File: src/rtl/gibbs_sweep_controller_pkg.sv
`default_nettype none
// ============================================================================
// Module      : gibbs_sweep_controller_pkg
// Description : Shared segment-type and flag codes plus the sweep FSM states.
// Revision    : 1.0  initial release
// ============================================================================
package gibbs_sweep_controller_pkg;

   // Segment types returned by the segment selector
   localparam logic [1:0] EXPDOWN = 2'd1;
   localparam logic [1:0] EXPUP   = 2'd2;
   localparam logic [1:0] UNIFORM = 2'd3;

   // Constraint flags returned by the bound calculator
   localparam logic [1:0] FLAG_NONE = 2'd0;
   localparam logic [1:0] FLAG_LT   = 2'd1;
   localparam logic [1:0] FLAG_GT   = 2'd2;
   localparam logic [1:0] FLAG_BOTH = 2'd3;

   typedef enum logic [2:0] {
      S_IDLE     = 3'd0,
      S_BOUND    = 3'd1,
      S_SEG      = 3'd2,
      S_SEGWAIT  = 3'd3,
      S_SAMP     = 3'd4,
      S_SAMPWAIT = 3'd5,
      S_WRITE    = 3'd6,
      S_NEXT     = 3'd7
   } state_t;

endpackage
`default_nettype wire

File: src/rtl/gibbs_sweep_controller_if.sv
`default_nettype none
// ============================================================================
// Module      : gibbs_sweep_controller_if
// Description : Control, bound, segment, sampler and register-file signals
//               seen by the sweep controller (master) and its peers (slave).
// Revision    : 1.0  initial release
// ============================================================================
interface gibbs_sweep_controller_if #(
   parameter int WIDTH   = 8,
   parameter int IDX_W   = 2,
   parameter int SWEEP_W = 8
);
   logic                     in_start;
   logic [SWEEP_W-1:0]       in_num_sweeps;
   logic                     out_busy;
   logic                     out_done;
   logic                     out_err;
   logic                     out_bound_req;
   logic [IDX_W-1:0]         out_var_idx;
   logic                     in_bound_valid;
   logic [1:0]               in_flag;
   logic                     out_seg_enable;
   logic [1:0]               in_seg_type;
   logic signed [WIDTH-1:0]  in_seg_from;
   logic signed [WIDTH-1:0]  in_seg_to;
   logic signed [WIDTH-1:0]  in_min_variable;
   logic signed [WIDTH-1:0]  in_max_variable;
   logic                     out_samp_start;
   logic [1:0]               out_samp_type;
   logic signed [WIDTH-1:0]  out_samp_from;
   logic signed [WIDTH-1:0]  out_samp_to;
   logic                     in_samp_valid;
   logic signed [WIDTH-1:0]  in_samp_value;
   logic                     out_wr_en;
   logic [IDX_W-1:0]         out_wr_addr;
   logic signed [WIDTH-1:0]  out_wr_data;

   modport master (
      input  in_start, in_num_sweeps, in_bound_valid, in_flag,
             in_seg_type, in_seg_from, in_seg_to,
             in_min_variable, in_max_variable, in_samp_valid, in_samp_value,
      output out_busy, out_done, out_err, out_bound_req, out_var_idx,
             out_seg_enable, out_samp_start, out_samp_type, out_samp_from,
             out_samp_to, out_wr_en, out_wr_addr, out_wr_data
   );

   modport slave (
      output in_start, in_num_sweeps, in_bound_valid, in_flag,
             in_seg_type, in_seg_from, in_seg_to,
             in_min_variable, in_max_variable, in_samp_valid, in_samp_value,
      input  out_busy, out_done, out_err, out_bound_req, out_var_idx,
             out_seg_enable, out_samp_start, out_samp_type, out_samp_from,
             out_samp_to, out_wr_en, out_wr_addr, out_wr_data
   );
endinterface
`default_nettype wire

File: src/rtl/gibbs_sweep_controller_sweep_counter.sv
`default_nettype none
// ============================================================================
// Module      : gibbs_sweep_controller_sweep_counter
// Description : Variable index and sweep counters with wrap and terminal
//               count flags. The sweep target is captured on clear.
// Revision    : 1.0  initial release
// ============================================================================
module gibbs_sweep_controller_sweep_counter #(
   parameter int NUM_VARS = 4,
   parameter int IDX_W    = 2,
   parameter int SWEEP_W  = 8
) (
   input  wire logic               clock,
   input  wire logic               reset_n,
   input  wire logic               clear,
   input  wire logic               step,
   input  wire logic [SWEEP_W-1:0] target,
   output logic [IDX_W-1:0]        idx,
   output logic [IDX_W-1:0]        next_idx,
   output logic                    last_var,
   output logic                    last_sweep
);
   logic [SWEEP_W-1:0] sweep_cnt;
   logic [SWEEP_W-1:0] target_q;

   assign last_var   = (idx == IDX_W'(NUM_VARS - 1));
   assign next_idx   = last_var ? '0 : idx + IDX_W'(1);
   // True when the sweep that is finishing now is the final one
   assign last_sweep = ((sweep_cnt + SWEEP_W'(1)) == target_q);

   // Restart on clear; advance the index and roll the sweep count on wrap
   always_ff @(posedge clock or negedge reset_n) begin
      if (!reset_n) begin
         idx       <= '0;
         sweep_cnt <= '0;
         target_q  <= '0;
      end else if (clear) begin
         idx       <= '0;
         sweep_cnt <= '0;
         target_q  <= target;
      end else if (step) begin
         idx <= next_idx;
         if (last_var) begin
            sweep_cnt <= sweep_cnt + SWEEP_W'(1);
         end
      end
   end
endmodule
`default_nettype wire

File: src/rtl/gibbs_sweep_controller.sv
`default_nettype none
// ============================================================================
// Module      : gibbs_sweep_controller
// Description : Walks every variable through bound request, segment select,
//               in-segment sampling and register-file write-back, for the
//               requested number of sweeps.
// Revision    : 1.0  initial release
// ============================================================================
module gibbs_sweep_controller #(
   parameter int WIDTH    = 8,
   parameter int NUM_VARS = 4,
   parameter int IDX_W    = 2,
   parameter int SWEEP_W  = 8,
   parameter int SEG_LAT  = 2
) (
   input wire logic                  in_clock,
   input wire logic                  in_reset,
   gibbs_sweep_controller_if.master  bus
);
   import gibbs_sweep_controller_pkg::*;

   localparam int LAT_W = (SEG_LAT > 1) ? $clog2(SEG_LAT) : 1;

   state_t             state;
   logic [LAT_W-1:0]   lat_cnt;
   logic [IDX_W-1:0]   idx;
   logic [IDX_W-1:0]   next_idx;
   logic               last_var;
   logic               last_sweep;
   logic               clear_cnt;
   logic               step_cnt;

   assign clear_cnt = (state == S_IDLE) && bus.in_start;
   assign step_cnt  = (state == S_NEXT);

   gibbs_sweep_controller_sweep_counter #(
      .NUM_VARS (NUM_VARS),
      .IDX_W    (IDX_W),
      .SWEEP_W  (SWEEP_W)
   ) u_sweep_counter (
      .clock      (in_clock),
      .reset_n    (in_reset),
      .clear      (clear_cnt),
      .step       (step_cnt),
      .target     (bus.in_num_sweeps),
      .idx        (idx),
      .next_idx   (next_idx),
      .last_var   (last_var),
      .last_sweep (last_sweep)
   );

   // Per-variable step sequencer; every output is a register set on entry
   // to the state that owns it, pulses are cleared by default each cycle
   always_ff @(posedge in_clock or negedge in_reset) begin
      if (!in_reset) begin
         state              <= S_IDLE;
         lat_cnt            <= '0;
         bus.out_busy       <= 1'b0;
         bus.out_done       <= 1'b0;
         bus.out_err        <= 1'b0;
         bus.out_bound_req  <= 1'b0;
         bus.out_var_idx    <= '0;
         bus.out_seg_enable <= 1'b0;
         bus.out_samp_start <= 1'b0;
         bus.out_samp_type  <= '0;
         bus.out_samp_from  <= '0;
         bus.out_samp_to    <= '0;
         bus.out_wr_en      <= 1'b0;
         bus.out_wr_addr    <= '0;
         bus.out_wr_data    <= '0;
      end else begin
         bus.out_done       <= 1'b0;
         bus.out_seg_enable <= 1'b0;
         bus.out_samp_start <= 1'b0;
         bus.out_wr_en      <= 1'b0;
         case (state)
            S_IDLE: begin
               if (bus.in_start) begin
                  bus.out_err <= 1'b0;
                  if (bus.in_num_sweeps == '0) begin
                     bus.out_done <= 1'b1;
                  end else begin
                     state             <= S_BOUND;
                     bus.out_busy      <= 1'b1;
                     bus.out_bound_req <= 1'b1;
                     bus.out_var_idx   <= '0;
                  end
               end
            end
            S_BOUND: begin
               if (bus.in_bound_valid) begin
                  bus.out_bound_req <= 1'b0;
                  // Unconstrained variable: sample its whole range uniformly
                  if (bus.in_flag == FLAG_NONE) begin
                     bus.out_samp_type  <= UNIFORM;
                     bus.out_samp_from  <= bus.in_min_variable;
                     bus.out_samp_to    <= bus.in_max_variable;
                     bus.out_samp_start <= 1'b1;
                     state              <= S_SAMP;
                  end else begin
                     bus.out_seg_enable <= 1'b1;
                     state              <= S_SEG;
                  end
               end
            end
            S_SEG: begin
               lat_cnt <= '0;
               state   <= S_SEGWAIT;
            end
            S_SEGWAIT: begin
               if (lat_cnt == LAT_W'(SEG_LAT - 1)) begin
                  bus.out_samp_type <= bus.in_seg_type;
                  bus.out_samp_from <= bus.in_seg_from;
                  bus.out_samp_to   <= bus.in_seg_to;
                  // Single-point or inverted segment: write its lower bound directly
                  if ($signed(bus.in_seg_from) >= $signed(bus.in_seg_to)) begin
                     if ($signed(bus.in_seg_from) > $signed(bus.in_seg_to)) begin
                        bus.out_err <= 1'b1;
                     end
                     bus.out_wr_data <= bus.in_seg_from;
                     bus.out_wr_addr <= idx;
                     bus.out_wr_en   <= 1'b1;
                     state           <= S_WRITE;
                  end else begin
                     bus.out_samp_start <= 1'b1;
                     state              <= S_SAMP;
                  end
               end else begin
                  lat_cnt <= lat_cnt + LAT_W'(1);
               end
            end
            S_SAMP: begin
               state <= S_SAMPWAIT;
            end
            S_SAMPWAIT: begin
               if (bus.in_samp_valid) begin
                  bus.out_wr_data <= bus.in_samp_value;
                  bus.out_wr_addr <= idx;
                  bus.out_wr_en   <= 1'b1;
                  state           <= S_WRITE;
               end
            end
            S_WRITE: begin
               state <= S_NEXT;
            end
            S_NEXT: begin
               bus.out_var_idx <= next_idx;
               if (last_var && last_sweep) begin
                  state        <= S_IDLE;
                  bus.out_busy <= 1'b0;
                  bus.out_done <= 1'b1;
               end else begin
                  state             <= S_BOUND;
                  bus.out_bound_req <= 1'b1;
               end
            end
            default: begin
               state <= S_IDLE;
            end
         endcase
      end
   end
endmodule
`default_nettype wire

File: src/flat_wrapper.sv
// flat-port wrapper written by rule: the top's interface ports become plain ports
module gibbs_sweep_controller_flat import gibbs_sweep_controller_pkg::*;
#(
   parameter int WIDTH    = 8,
   parameter int NUM_VARS = 4,
   parameter int IDX_W    = 2,
   parameter int SWEEP_W  = 8,
   parameter int SEG_LAT  = 2
)
  (in_clock, in_reset, bus_in_start, bus_in_num_sweeps, bus_in_bound_valid, bus_in_flag, bus_in_seg_type, bus_in_seg_from, bus_in_seg_to, bus_in_min_variable, bus_in_max_variable, bus_in_samp_valid, bus_in_samp_value, bus_out_busy, bus_out_done, bus_out_err, bus_out_bound_req, bus_out_var_idx, bus_out_seg_enable, bus_out_samp_start, bus_out_samp_type, bus_out_samp_from, bus_out_samp_to, bus_out_wr_en, bus_out_wr_addr, bus_out_wr_data);
  gibbs_sweep_controller_if #(.WIDTH(WIDTH), .IDX_W(IDX_W), .SWEEP_W(SWEEP_W)) bus_i ();
  input wire logic in_clock;
  input wire logic in_reset;
  input wire logic [$bits(bus_i.in_start)-1:0] bus_in_start;
  input wire logic [$bits(bus_i.in_num_sweeps)-1:0] bus_in_num_sweeps;
  input wire logic [$bits(bus_i.in_bound_valid)-1:0] bus_in_bound_valid;
  input wire logic [$bits(bus_i.in_flag)-1:0] bus_in_flag;
  input wire logic [$bits(bus_i.in_seg_type)-1:0] bus_in_seg_type;
  input wire logic [$bits(bus_i.in_seg_from)-1:0] bus_in_seg_from;
  input wire logic [$bits(bus_i.in_seg_to)-1:0] bus_in_seg_to;
  input wire logic [$bits(bus_i.in_min_variable)-1:0] bus_in_min_variable;
  input wire logic [$bits(bus_i.in_max_variable)-1:0] bus_in_max_variable;
  input wire logic [$bits(bus_i.in_samp_valid)-1:0] bus_in_samp_valid;
  input wire logic [$bits(bus_i.in_samp_value)-1:0] bus_in_samp_value;
  output wire logic [$bits(bus_i.out_busy)-1:0] bus_out_busy;
  output wire logic [$bits(bus_i.out_done)-1:0] bus_out_done;
  output wire logic [$bits(bus_i.out_err)-1:0] bus_out_err;
  output wire logic [$bits(bus_i.out_bound_req)-1:0] bus_out_bound_req;
  output wire logic [$bits(bus_i.out_var_idx)-1:0] bus_out_var_idx;
  output wire logic [$bits(bus_i.out_seg_enable)-1:0] bus_out_seg_enable;
  output wire logic [$bits(bus_i.out_samp_start)-1:0] bus_out_samp_start;
  output wire logic [$bits(bus_i.out_samp_type)-1:0] bus_out_samp_type;
  output wire logic [$bits(bus_i.out_samp_from)-1:0] bus_out_samp_from;
  output wire logic [$bits(bus_i.out_samp_to)-1:0] bus_out_samp_to;
  output wire logic [$bits(bus_i.out_wr_en)-1:0] bus_out_wr_en;
  output wire logic [$bits(bus_i.out_wr_addr)-1:0] bus_out_wr_addr;
  output wire logic [$bits(bus_i.out_wr_data)-1:0] bus_out_wr_data;
  assign bus_i.in_start = bus_in_start;
  assign bus_i.in_num_sweeps = bus_in_num_sweeps;
  assign bus_i.in_bound_valid = bus_in_bound_valid;
  assign bus_i.in_flag = bus_in_flag;
  assign bus_i.in_seg_type = bus_in_seg_type;
  assign bus_i.in_seg_from = bus_in_seg_from;
  assign bus_i.in_seg_to = bus_in_seg_to;
  assign bus_i.in_min_variable = bus_in_min_variable;
  assign bus_i.in_max_variable = bus_in_max_variable;
  assign bus_i.in_samp_valid = bus_in_samp_valid;
  assign bus_i.in_samp_value = bus_in_samp_value;
  assign bus_out_busy = bus_i.out_busy;
  assign bus_out_done = bus_i.out_done;
  assign bus_out_err = bus_i.out_err;
  assign bus_out_bound_req = bus_i.out_bound_req;
  assign bus_out_var_idx = bus_i.out_var_idx;
  assign bus_out_seg_enable = bus_i.out_seg_enable;
  assign bus_out_samp_start = bus_i.out_samp_start;
  assign bus_out_samp_type = bus_i.out_samp_type;
  assign bus_out_samp_from = bus_i.out_samp_from;
  assign bus_out_samp_to = bus_i.out_samp_to;
  assign bus_out_wr_en = bus_i.out_wr_en;
  assign bus_out_wr_addr = bus_i.out_wr_addr;
  assign bus_out_wr_data = bus_i.out_wr_data;
  gibbs_sweep_controller #(.WIDTH(WIDTH), .NUM_VARS(NUM_VARS), .IDX_W(IDX_W), .SWEEP_W(SWEEP_W), .SEG_LAT(SEG_LAT)) u_core (.in_clock(in_clock), .in_reset(in_reset), .bus(bus_i));
endmodule
File: config.mk
export PLATFORM = sky130hd
export DESIGN_NAME = gibbs_sweep_controller_flat
export DESIGN_NICKNAME = d
export VERILOG_FILES = /design/src/rtl/gibbs_sweep_controller_pkg.sv /design/src/rtl/gibbs_sweep_controller_if.sv /design/src/rtl/gibbs_sweep_controller_sweep_counter.sv /design/src/rtl/gibbs_sweep_controller.sv /design/src/flat_wrapper.sv
export SDC_FILE = /design/constraint.sdc
export NUM_CORES = 1
export LEC_CHECK = 0
export ABC_AREA = 1
export CAP_MARGIN = 20
export CORE_MARGIN = 3
export CORE_UTILIZATION = 44
export DETAILED_ROUTE_END_ITERATION = 12
export PLACE_DENSITY = 0.77
export SKIP_CTS_REPAIR_TIMING = 1
export SLEW_MARGIN = 20
export SYNTH_ARGS = -nofsm -noshare
export SYNTH_HDL_FRONTEND = slang
export SYNTH_HIERARCHICAL = 1
export SYNTH_SLANG_ARGS = --single-unit
File: constraint.sdc
create_clock -name in_clock -period 1.75 [get_ports in_clock]
set_input_delay 0.2625 -clock in_clock [delete_from_list [all_inputs] [get_ports in_clock]]
set_output_delay 0.2625 -clock in_clock [all_outputs]
set_load 0.05 [all_outputs]
==> metrics.txt <==
# TYPE chip_impl_metric gauge
chip_impl_metric{name="synthCells",unit=""} 432
chip_impl_metric{name="detail_route.drc_violations",unit=""} 0
chip_impl_info{name="yosys.area.top_type",value="sky130_fd_sc_hd__dfrtp_1"} 1
chip_impl_info{name="critPathLaunchType",value="flip-flop"} 1
chip_impl_metric{name="synth_top_area_share",unit="%"} 43.6
chip_impl_metric{name="layout-area-overhead-vs-synth",unit="%"} 50.1
chip_impl_metric{name="grt_use_met3",unit="%"} 5.13
chip_impl_metric{name="met2_usage",unit="%"} 36.7
chip_impl_metric{name="final_cell_count_no_fill",unit=""} 675
chip_impl_metric{name="final-seq-area",unit="µm²"} 1480
chip_impl_metric{name="filler_instances",unit=""} 561
chip_impl_metric{name="clk_transition_reported_paths",unit="ns"} 0.07
chip_impl_info{name="cts_root_buffer",value="sky130_fd_sc_hd__clkbuf_8"} 1
chip_impl_info{name="violations",value="negative setup slack"} 1
chip_impl_metric{name="hold-worst-slack",unit="ns"} 0.235
chip_impl_metric{name="average_instance_area_after_synthesis",unit="µm²"} 7.84
chip_impl_metric{name="seq_area_frac_synth",unit="%"} 43.6
chip_impl_metric{name="yosys_warnings",unit=""} 6
chip_impl_metric{name="total_routing_resource_utilization_after_global_routing",unit="%"} 21.0
chip_impl_metric{name="gr-usage-met1",unit="%"} 24.7
chip_impl_info{name="grt_most_used_layer",value="met2"} 1
chip_impl_metric{name="clock-skew-final",unit="ns"} 0.00780
chip_impl_metric{name="design.die.area",unit="µm²"} 8780
chip_impl_info{name="most-common-layout-cells",value="sky130_fd_sc_hd__nand2_1 (139), sky130_fd_sc_hd__buf_4 (76), sky130_fd_sc_hd__dfrtp_1 (59)"} 1
chip_impl_metric{name="multi_input_comb_area",unit="µm²"} 1830
chip_impl_metric{name="via_count",unit=""} 3404
chip_impl_metric{name="timing.final.ws_setup",unit="ns"} -0.219
chip_impl_metric{name="synth_nets",unit=""} 499
chip_impl_info{name="mostFrequentLayoutCell",value="sky130_fd_sc_hd__nand2_1"} 1
chip_impl_info{name="endpoint_kind",value="flip-flop"} 1
chip_impl_metric{name="fin_max_slew_vios",unit=""} 0
chip_impl_metric{name="grt_max_degree",unit=""} 60
chip_impl_metric{name="clockBufferDepth",unit=""} 2
chip_impl_metric{name="place_inst",unit=""} 652
chip_impl_metric{name="initial_standard_cell_utilization_of_the_core",unit="%"} 45.9
chip_impl_metric{name="finalNetCount",unit=""} 638
chip_impl_metric{name="drive_gt1_share",unit="%"} 31.9
chip_impl_metric{name="detailedPlacementHpwl",unit="µm"} 6830
chip_impl_metric{name="power.leakage",unit="nW"} 2.63
chip_impl_metric{name="max_slew_margin",unit="%"} 74.3
chip_impl_info{name="run_status",value="finished with violations"} 1
chip_impl_info{name="worstHoldPathType",value="in2reg"} 1
chip_impl_metric{name="placement_rows",unit=""} 31
chip_impl_metric{name="insertion_delay",unit="ns"} 0.34
chip_impl_metric{name="netlist_area",unit="µm²"} 3390
chip_impl_metric{name="critical_path_peak_fanout",unit=""} 3
chip_impl_info{name="timing_worst_setup_path_type",value="reg2reg"} 1
chip_impl_metric{name="timing_worst_slew_pin_value",unit="ns"} 0.381
chip_impl_metric{name="fp.dieH",unit="µm"} 93.7
chip_impl_info{name="synth_top_cells_by_area",value="sky130_fd_sc_hd__dfrtp_1 (44%), sky130_fd_sc_hd__nand2_1 (17%), sky130_fd_sc_hd__inv_1 (4.8%)"} 1
chip_impl_metric{name="maxClockFrequency",unit="GHz"} 0.508
chip_impl_info{name="setup_repair_after_global_routing_missed_its_margin",value="yes"} 1
chip_impl_metric{name="post_synth_num_cell_types",unit=""} 36
chip_impl_metric{name="grt_pass1_wl",unit="µm"} 14600
chip_impl_metric{name="port_buffers",unit=""} 93
chip_impl_metric{name="worst-endpoint-arrival",unit="ns"} 2.20
chip_impl_metric{name="finalCoreUtilization",unit="%"} 68.9
chip_impl_metric{name="vdd.ir_drop.worst",unit="V"} 0.00100
chip_impl_metric{name="first_pass_iters",unit=""} 4
chip_impl_metric{name="antennaDiodeCount",unit=""} 0
chip_impl_metric{name="dr.first_iter.drc_count",unit=""} 171
chip_impl_info{name="synth-main-ff-cell",value="sky130_fd_sc_hd__dfrtp_1"} 1
chip_impl_metric{name="clkSinkCount",unit=""} 59
chip_impl_metric{name="worst_ep_required_time",unit="ns"} 1.98
chip_impl_metric{name="fin_crit",unit="ns"} 1.97
chip_impl_metric{name="place_worst_setup_slack",unit="ns"} -0.504
chip_impl_metric{name="layout_worst_path_cycle_share",unit="%"} 113
chip_impl_metric{name="die_width",unit="µm"} 93.7
chip_impl_metric{name="htree_num_levels",unit=""} 3
chip_impl_metric{name="setup-tns-final",unit="ns"} -0.667
chip_impl_metric{name="ios",unit=""} 94
chip_impl_metric{name="grt_pass1_vias",unit=""} 3309
chip_impl_metric{name="finalSetupViolCount",unit=""} 4
chip_impl_metric{name="placeable_core_area",unit="µm²"} 7370
chip_impl_metric{name="postRouteAntennaNets",unit=""} 0
chip_impl_metric{name="yosys_register_bits",unit=""} 59
chip_impl_metric{name="synthArstFlopShare",unit="%"} 100
chip_impl_metric{name="detailed_place.area",unit="µm²"} 4600
chip_impl_metric{name="finalPower",unit="mW"} 8.32
chip_impl_metric{name="drt_wl_total",unit="µm"} 9570
chip_impl_metric{name="power_density",unit="nW/µm²"} 1640
chip_impl_metric{name="finalHoldViolations",unit=""} 0
chip_impl_metric{name="cts_buffer_count",unit=""} 9
chip_impl_metric{name="antenna_found_initial",unit=""} 0
chip_impl_metric{name="drv_cap",unit=""} 0
chip_impl_metric{name="non_filler_cell_area_final",unit="µm²"} 5080
chip_impl_info{name="clock_tree_from_tritoncts",value="yes"} 1
chip_impl_metric{name="count_of_flip_flops_with_a_built_in_enable_after_synthesis",unit=""} 0
chip_impl_metric{name="place_congestion",unit=""} 0.871
chip_impl_metric{name="wl_per_cell",unit="µm"} 14.2
chip_impl_metric{name="grt_overflow",unit=""} 0
chip_impl_metric{name="route.detailed.vias_per_inst",unit=""} 5.04
-- power by group --
part	switching [mW]	leakage [nW]	internal, mW	total (mW)
Sequential	0.411	0.720	1.93	2.34
Combinational	3.06	1.81	1.68	4.74
Clock	0.554	0.0991	0.689	1.24
Total	4.03	2.63	4.29	8.32
-- state kept, by name, indices dropped and copies added, names as in the netlist --
signal	flops
u_core/u_sweep_counter/target_q	8
u_core/bus.out_samp_to	8
u_core/bus.out_seg_enable	1
u_core/u_sweep_counter/sweep_cnt	8
u_core/bus.out_samp_from	8
u_core/bus.out_wr_addr	2
u_core/bus.out_wr_en	1
u_core/bus.out_samp_type	2
u_core/bus.out_err	1
u_core/bus.out_samp_start	1
u_core/state	3
u_core/bus.out_wr_data	8
u_core/bus.out_busy	1
u_core/bus.out_bound_req	1
u_core/bus.out_var_idx	2
u_core/u_sweep_counter/idx	2
u_core/lat_cnt	1
u_core/bus.out_done	1
-- layer usage --
metal	vias up	share of wire [%]
met2	97	52
met1	1635	40
met3	16	6.0
met5	-	0
li1	1656	-
met4	0	1.8
-- cells in the mapped netlist (3+ instances only) --
| cell | n |
|---|---|
| sky130_fd_sc_hd__a21oi_1 | 7 |
| sky130_fd_sc_hd__a31oi_1 | 5 |
| sky130_fd_sc_hd__a31oi_2 | 12 |
| sky130_fd_sc_hd__buf_2 | 3 |
| sky130_fd_sc_hd__clkbuf_1 | 4 |
| sky130_fd_sc_hd__dfrtp_1 | 59 |
| sky130_fd_sc_hd__ha_1 | 10 |
| sky130_fd_sc_hd__inv_1 | 43 |
| sky130_fd_sc_hd__inv_2 | 7 |
| sky130_fd_sc_hd__nand2_1 | 153 |
| sky130_fd_sc_hd__nand3_1 | 29 |
| sky130_fd_sc_hd__nand3_2 | 4 |
| sky130_fd_sc_hd__nand4_1 | 3 |
| sky130_fd_sc_hd__nor2_1 | 29 |
| sky130_fd_sc_hd__nor2_2 | 11 |
| sky130_fd_sc_hd__nor3_1 | 4 |
| sky130_fd_sc_hd__o21ai_0 | 20 |
| sky130_fd_sc_hd__o22ai_1 | 4 |
-- worst paths after layout --
path | cells after the start | slack [ns] | start | to
min | 3 | 0.23 | bus_in_seg_to[4] | u_core/bus.out_samp_to[4]$_DFFE_PN0P_
min reg2reg | 1 | 0.51 | u_core/bus.out_samp_type[1]$_DFFE_PN0P_ | u_core/bus.out_samp_type[1]$_DFFE_PN0P_
min in group asynchronous | 3 | 0.45 | in_reset | u_core/u_sweep_counter/sweep_cnt[5]$_DFFE_PN0P_
max in group asynchronous | 3 | 1.02 | in_reset | u_core/u_sweep_counter/sweep_cnt[0]$_DFFE_PN0P_
max | 16 | -0.22 | u_core/u_sweep_counter/sweep_cnt[0]$_DFFE_PN0P_ | u_core/bus.out_bound_req$_DFFE_PN0P_
max reg2reg | 16 | -0.22 | u_core/u_sweep_counter/sweep_cnt[0]$_DFFE_PN0P_ | u_core/bus.out_bound_req$_DFFE_PN0P_
-- logic make-up after synthesis --
family / Yosys count / synth area share [%]
compound gates: 53 / 11.3
xor+xnor: 2 / 0.517
fa+ha+maj: 10 / 3.70
buf+inv: 64 / 8.43
flops: 59 / 43.6
simple gates: 244 / 32.4
-- layout make-up --
class / count / share of cell area (%)
repair buffers: 139 / 24.8
clock inverters: 5 / 1.03
clock buffers: 11 / 2.78
well taps: 99 / 2.44
inverters: 52 / 3.99
multi-input cells: 310 / 35.9
flip-flops and latches: 59 / 29.1
-- critical path, cell delays in order, from the launching register on --
cell                      delay (ns)
sky130_fd_sc_hd__dfrtp_1        0.41
sky130_fd_sc_hd__ha_4           0.18
sky130_fd_sc_hd__nand2_4        0.07
sky130_fd_sc_hd__nor2_4         0.15
sky130_fd_sc_hd__nand3_2        0.09
sky130_fd_sc_hd__nand3_1        0.12
sky130_fd_sc_hd__nand2_2        0.06
sky130_fd_sc_hd__nor2_2         0.08
sky130_fd_sc_hd__nand2_1        0.08
sky130_fd_sc_hd__nor2_2         0.13
sky130_fd_sc_hd__nand2_2        0.09
sky130_fd_sc_hd__nor2_4         0.12
sky130_fd_sc_hd__inv_2          0.05
sky130_fd_sc_hd__nand2_2        0.08
sky130_fd_sc_hd__nor4_4         0.04
sky130_fd_sc_hd__nand2_1        0.06
sky130_fd_sc_hd__o21ai_1        0.05
(Power assumes the default switching activity.)
